`config.mk`:
```
export PLATFORM = sky130hd
export DESIGN_NAME = stopwatch_core
export DESIGN_NICKNAME = d
export VERILOG_FILES = /design/src/rtl/stopwatch_pkg.sv /design/src/rtl/stopwatch_bcd_digit_cnt.sv /design/src/rtl/stopwatch_core.sv
export SDC_FILE = /design/constraint.sdc
export NUM_CORES = 1
export LEC_CHECK = 0
export ABC_AREA = 1
export CAP_MARGIN = 40
export CORE_MARGIN = 2
export CORE_UTILIZATION = 46
export DETAILED_ROUTE_END_ITERATION = 10
export PLACE_DENSITY = 0.7
export SLEW_MARGIN = 20
export SYNTH_ARGS = -nofsm -noshare
export SYNTH_HDL_FRONTEND = slang
export SYNTH_SLANG_ARGS = --single-unit
```
`constraint.sdc`:
```
create_clock -name clk -period 1.4 [get_ports clk]
set_input_delay 0.28 -clock clk [delete_from_list [all_inputs] [get_ports clk]]
set_output_delay 0.28 -clock clk [all_outputs]
set_load 0.05 [all_outputs]
```
`src/rtl/stopwatch_pkg.sv`:
```
// Shared definitions for the stopwatch core: FSM encoding, BCD digit limits
// and the single-digit next-value rule used by the counters and the display path.
package stopwatch_pkg;

   typedef enum logic [1:0] {
      ST_IDLE  = 2'd0,
      ST_RUN   = 2'd1,
      ST_PAUSE = 2'd2,
      ST_LAP   = 2'd3
   } sw_state_e;

   localparam logic [3:0] DIGIT_MAX_9 = 4'd9;
   localparam logic [3:0] DIGIT_MAX_5 = 4'd5;
   localparam int         NUM_DIGITS  = 6;

   // Index 0 is cs_ones, index 5 is min_tens.
   localparam logic [3:0] DIGIT_LIMIT [NUM_DIGITS] = '{
      DIGIT_MAX_9, DIGIT_MAX_9, DIGIT_MAX_9, DIGIT_MAX_5, DIGIT_MAX_9, DIGIT_MAX_5
   };

   // Out-of-range values roll to zero on the next enable, so a digit always recovers.
   function automatic logic [3:0] digit_next(input logic [3:0] q, input logic en,
                                             input logic clr, input logic [3:0] max);
      logic [3:0] n;
      if (clr) begin
         n = 4'd0;
      end else if (en) begin
         n = (q >= max) ? 4'd0 : q + 4'd1;
      end else begin
         n = q;
      end
      return n;
   endfunction

endpackage

```
`src/rtl/stopwatch_bcd_digit_cnt.sv`:
```
// One BCD digit of the live count; carry is asserted when an enabled step rolls it over.
module bcd_digit_cnt
   import stopwatch_pkg::*;
#(
   parameter logic [3:0] MAX = DIGIT_MAX_9
) (
   input  logic       clk,
   input  logic       rst_n,
   input  logic       en,
   input  logic       clr,
   output logic [3:0] value,
   output logic       carry
);

   logic [3:0] value_r;

   // Digit register.
   always_ff @(posedge clk or negedge rst_n) begin
      if (!rst_n) begin
         value_r <= 4'd0;
      end else begin
         value_r <= digit_next(value_r, en, clr, MAX);
      end
   end

   assign value = value_r;
   assign carry = en && !clr && (value_r >= MAX);

endmodule

```
`src/rtl/stopwatch_core.sv`:
```
// Stopwatch core: run/pause/lap control, six-digit BCD live count (mm:ss.cc)
// and a registered display that can be frozen while the live count keeps running.
module stopwatch_core
   import stopwatch_pkg::*;
#(
   parameter logic WRAP_EN = 1'b1
) (
   input  logic       clk,
   input  logic       sys_rst_n,
   input  logic       tick_in,
   input  logic       start_stop,
   input  logic       clear,
   input  logic       lap,
   output logic [3:0] cs_ones,
   output logic [3:0] cs_tens,
   output logic [3:0] sec_ones,
   output logic [3:0] sec_tens,
   output logic [3:0] min_ones,
   output logic [3:0] min_tens,
   output logic       running,
   output logic       wrap_pulse
);

   sw_state_e        state_r;
   logic             running_r;
   logic             wrap_r;
   logic [23:0]      disp_r;
   logic [3:0]       dig_s [NUM_DIGITS];
   logic [5:0]       en_s;
   logic [5:0]       carry_s;
   logic [23:0]      live_nxt_s;
   logic             counting_s;
   logic             at_max_s;
   logic             sat_s;
   logic             clr_s;

   assign counting_s = tick_in && ((state_r == ST_RUN) || (state_r == ST_LAP));
   assign sat_s      = counting_s && at_max_s && !WRAP_EN;
   assign clr_s      = (state_r == ST_PAUSE) && clear;
   assign en_s       = {carry_s[4:0], counting_s && !sat_s};

   for (genvar i = 0; i < NUM_DIGITS; i++) begin : g_digit
      bcd_digit_cnt #(.MAX(DIGIT_LIMIT[i])) u_cnt (
         .clk   (clk),
         .rst_n (sys_rst_n),
         .en    (en_s[i]),
         .clr   (clr_s),
         .value (dig_s[i]),
         .carry (carry_s[i])
      );
   end

   // Terminal-count detect and the value the live count takes at the next edge.
   always_comb begin
      at_max_s   = 1'b1;
      live_nxt_s = 24'd0;
      for (int i = 0; i < NUM_DIGITS; i++) begin
         at_max_s = at_max_s && (dig_s[i] == DIGIT_LIMIT[i]);
         live_nxt_s[4*i +: 4] = digit_next(dig_s[i], en_s[i], clr_s, DIGIT_LIMIT[i]);
      end
   end

   // Control FSM with registered display, run flag and wrap strobe.
   always_ff @(posedge clk or negedge sys_rst_n) begin
      if (!sys_rst_n) begin
         state_r   <= ST_IDLE;
         running_r <= 1'b0;
         wrap_r    <= 1'b0;
         disp_r    <= 24'd0;
      end else begin
         wrap_r <= carry_s[5] || sat_s;
         disp_r <= live_nxt_s;
         if (sat_s) begin
            state_r   <= ST_PAUSE;
            running_r <= 1'b0;
         end else begin
            case (state_r)
               ST_IDLE: begin
                  if (start_stop) begin
                     state_r   <= ST_RUN;
                     running_r <= 1'b1;
                  end else begin
                     state_r   <= ST_IDLE;
                     running_r <= 1'b0;
                  end
               end
               ST_RUN: begin
                  if (start_stop) begin
                     state_r   <= ST_PAUSE;
                     running_r <= 1'b0;
                  end else if (lap) begin
                     state_r   <= ST_LAP;
                     running_r <= 1'b1;
                  end else begin
                     state_r   <= ST_RUN;
                     running_r <= 1'b1;
                  end
               end
               ST_LAP: begin
                  if (start_stop) begin
                     state_r   <= ST_PAUSE;
                     running_r <= 1'b0;
                  end else if (lap) begin
                     state_r   <= ST_RUN;
                     running_r <= 1'b1;
                  end else begin
                     // Staying in LAP keeps the frozen display.
                     state_r   <= ST_LAP;
                     running_r <= 1'b1;
                     disp_r    <= disp_r;
                  end
               end
               ST_PAUSE: begin
                  if (clear) begin
                     state_r   <= ST_IDLE;
                     running_r <= 1'b0;
                  end else if (start_stop) begin
                     state_r   <= ST_RUN;
                     running_r <= 1'b1;
                  end else begin
                     state_r   <= ST_PAUSE;
                     running_r <= 1'b0;
                  end
               end
               default: begin
                  state_r   <= ST_IDLE;
                  running_r <= 1'b0;
               end
            endcase
         end
      end
   end

   assign cs_ones    = disp_r[3:0];
   assign cs_tens    = disp_r[7:4];
   assign sec_ones   = disp_r[11:8];
   assign sec_tens   = disp_r[15:12];
   assign min_ones   = disp_r[19:16];
   assign min_tens   = disp_r[23:20];
   assign running    = running_r;
   assign wrap_pulse = wrap_r;

endmodule

```
==> results.toml <==
[clocking]
ctsHtreeMaxLevel = 2
cts_tree = "done"
cts_made_buffers = 5
clk_latency_ns = 0.31
ctsLongestPathBuffers = 2
path_clk_slew_ns = 0.10
root_buffer = "clkbuf_8"
cts_sinks = 52

[timing]
worstMarginPinSlew_ns = 0.273
worst_slack_ns = -0.299
rsz0062_at_grt = "yes"
timing.fmax_ghz = 0.589
report.final.hold_viol_count = 0
period_share_pct = 121
drv_slew = 0
setup_viol_count_final = 43
whs_ns = 0.357
finalCriticalPeriod_ns = 1.70
fin_worst_skew_ns = 0.00820
slew_headroom_pct = 81.8

[setup_path]
cp_max_fo = 4
required_ns = 1.63
startpoint_type = "register"
timing.rr.end = "disp_r[11]$_DFFE_PN0P_"
r2r_setup_slack_ns = -0.30
cp_data_arrival_time_ns = 1.93
crit_type = "reg2reg"
cp-end-kind = "register"
r2r.worst_path.cells = 11
reg2reg_from = "g_digit[1].u_cnt.value[1]$_DFF_PN0_"

[power]
pwr-share-clk_pct = 18.2
power_switching_share_pct = 38.2
seqPwrFrac_pct = 35.6
vdd_drop_max_mv = 1.40
internal_power_mw = 3.56
power_density_nw_per_um2 = 1410
pwr-share-comb_pct = 46.2
p_leak_nw = 2.20
p_sw_mw = 2.20

[cells_and_area]
fin_nets = 435
drive_above_1_share_pct = 36.2
final_cell_mix = "nand2_1 (94), buf_4 (53), dfrtp_1 (50), inv_1 (37), buf_12 (28)"
final_common_cell = "nand2_1"
area_growth_pct = 52.7
n_antenna_cell = 0

[status]
status = "finished, violations left"
violations = "negative setup slack"

[detailed_routing]
met1_length_microns = 2870
drt-initial-drc-count = 118
topRoutingLayerUsed = "met4"
vias_per_cell = 5.05
postRouteAntennaNets = 0
routedWlPerCell_microns = 14.1
wl_met3_microns = 238
drc = 0
route.vias.total = 2444
drt_pass1_iterations = 4
dr_wl_met2_microns = 3620
wirelength_microns = 6820

[logic_synthesis]
synth_cells = 321
synth_area_sq_um = 2670
yosysSeqAreaShare_pct = 48.8
ys_types = 25
ys_ff_latch = 52
synth_edf_count = 0
synthArstFlopShare_pct = 100
synth_nets = 345
avgSynthCellArea_sq_um = 8.31
ys.warnings.count = 0
synthFlopType = "dfrtp_1"

[global_routing]
grtUsageTotal_pct = 21.2
overflow = 0
grt_pass1_vias = 2366
grt_pass1_wl_microns = 10600
antenna_found_initial = 0
grt_start_max_net_pins = 32

[placement]
gp_congestion = 0.875
io_buffers = 31
post-place-ws_ns = -0.414
hpwl_microns = 4260

[floorplan]
rows = 27
die_area_sq_um = 6420
die_y_microns = 80.2
initial_utilization_pct = 48.1
coreArea_sq_um = 5540
io_pins = 32
die-width_microns = 80.2

[job]
maxCapViolCount = 0

[worst_hold_path]
hold_class = "in2async"
critical path, stage by stage (launching register included):
cell and delay (ns):
dfrtp_1 0.41, inv_2 0.11, ha_4 0.14, nand3b_1 0.12
nand2_2 0.10, nor2_8 0.13, buf_4 0.13, buf_4 0.12
nand4_1 0.09, nand2_1 0.10, nand2_2 0.06, o21ai_2 0.12
per-layer routing:
metal / vias up / global-route usage [%]
li1: 1189 / -
met1: 1197 / 26.5
met2: 48 / 36.4
met3: 10 / 4.61
met4: 0 / 7.29
met5: - / 0
sequential cells by signal, indices dropped and copies added (netlist names):
register,flops
disp_r,24
g_digit.u_cnt.value,24
running,1
state_r,2
wrap_pulse,1
worst max path at each step:
stage | end | depth (start not counted) | slack [ns] | start
2_1_floorplan | disp_r[21]$_DFFE_PN0P_ | 10 | -0.08 | g_digit[1].u_cnt.value[1]$_DFF_PN0_
3_3_place_gp | disp_r[21]$_DFFE_PN0P_ | 10 | -0.38 | tick_in
3_5_place_dp | g_digit[4].u_cnt.value[3]$_DFF_PN0_ | 11 | -0.41 | tick_in
4_1_cts | disp_r[18]$_DFFE_PN0P_ | 11 | -0.20 | g_digit[1].u_cnt.value[1]$_DFF_PN0_
5_1_grt | disp_r[21]$_DFFE_PN0P_ | 9 | -0.43 | g_digit[2].u_cnt.value[1]$_DFF_PN0_
6_report | disp_r[11]$_DFFE_PN0P_ | 11 | -0.30 | g_digit[1].u_cnt.value[1]$_DFF_PN0_
kinds of logic after synthesis:
kind of cell | share of synthesized area, %
XOR/XNOR | 1.31
buffers and inverters | 7.08
AND/OR/NAND/NOR | 29.5
flip-flops | 48.8
adder cells (fa/ha/maj) | 8.44
AO/OA/AOI/OAI | 4.88
cells in the mapped netlist, types with 2 or more instances:
cell | instances | area share (%)
clkbuf_1 | 4 | 0.56
inv_1 | 43 | 6.1
nand3_1 | 19 | 3.6
nor2_1 | 21 | 3.0
ha_1 | 18 | 8.4
nand2_1 | 109 | 15
o21ai_0 | 13 | 2.4
nor2_8 | 2 | 1.5
inv_2 | 2 | 0.28
nor3_1 | 2 | 0.38
dfrtp_1 | 52 | 49
nand2_4 | 2 | 0.84
xor2_1 | 3 | 0.99
nor2_4 | 2 | 0.84
nand2_2 | 2 | 0.47
nand4_1 | 13 | 3.0
nand3b_1 | 2 | 0.56
a21oi_1 | 5 | 0.94
power by group through the flow:
stage | clock [mW] | sequential (mW) | combinational, mW
6_report | 1.05 | 2.05 | 2.66
3_3_place_gp | 0 | 2.04 | 2.15
3_5_place_dp | 0 | 2.04 | 2.19
5_1_grt | 1.12 | 2.08 | 2.86
4_1_cts | 1.06 | 2.02 | 2.45
2_1_floorplan | 0 | 2.40 | 0.716
metrics by stage:
| stage | setup TNS [ns] | cells | utilization, % | power [mW] | instance area (sq um) |
|---|---|---|---|---|---|
| after floorplan | -1.21 | 321 | - | 3.12 | 2690 |
| after global placement | -12.70 | 463 | 66.5 | 4.19 | 3680 |
| after global routing | -13.21 | 484 | 73.5 | 6.06 | 4070 |
| after detailed placement | -14.28 | 463 | 66.5 | 4.23 | 3680 |
| after CTS | -5.59 | 480 | 71.4 | 5.53 | 3950 |
| final | -8.08 | 484 | 73.5 | 5.76 | 4070 |
cell type report:
cell class              count  area (sq um)
repair buffers             88          1020
flip-flops and latches     52          1300
clock buffers               5          68.8
fillers                   391          1470
clock inverters             3          42.5
inverters                  45           174
well taps                  72          90.1
multi-input cells         219          1370
what timing repair did:
item	in CTS	in global routing
endpoints found under the hold margin	7	0
buffers inserted	8	5
pin swaps	8	12
gates resized for setup	36	25
hold buffers	1	0
setup endpoints to repair	46	48
Power figures use the tool's default switching activity.
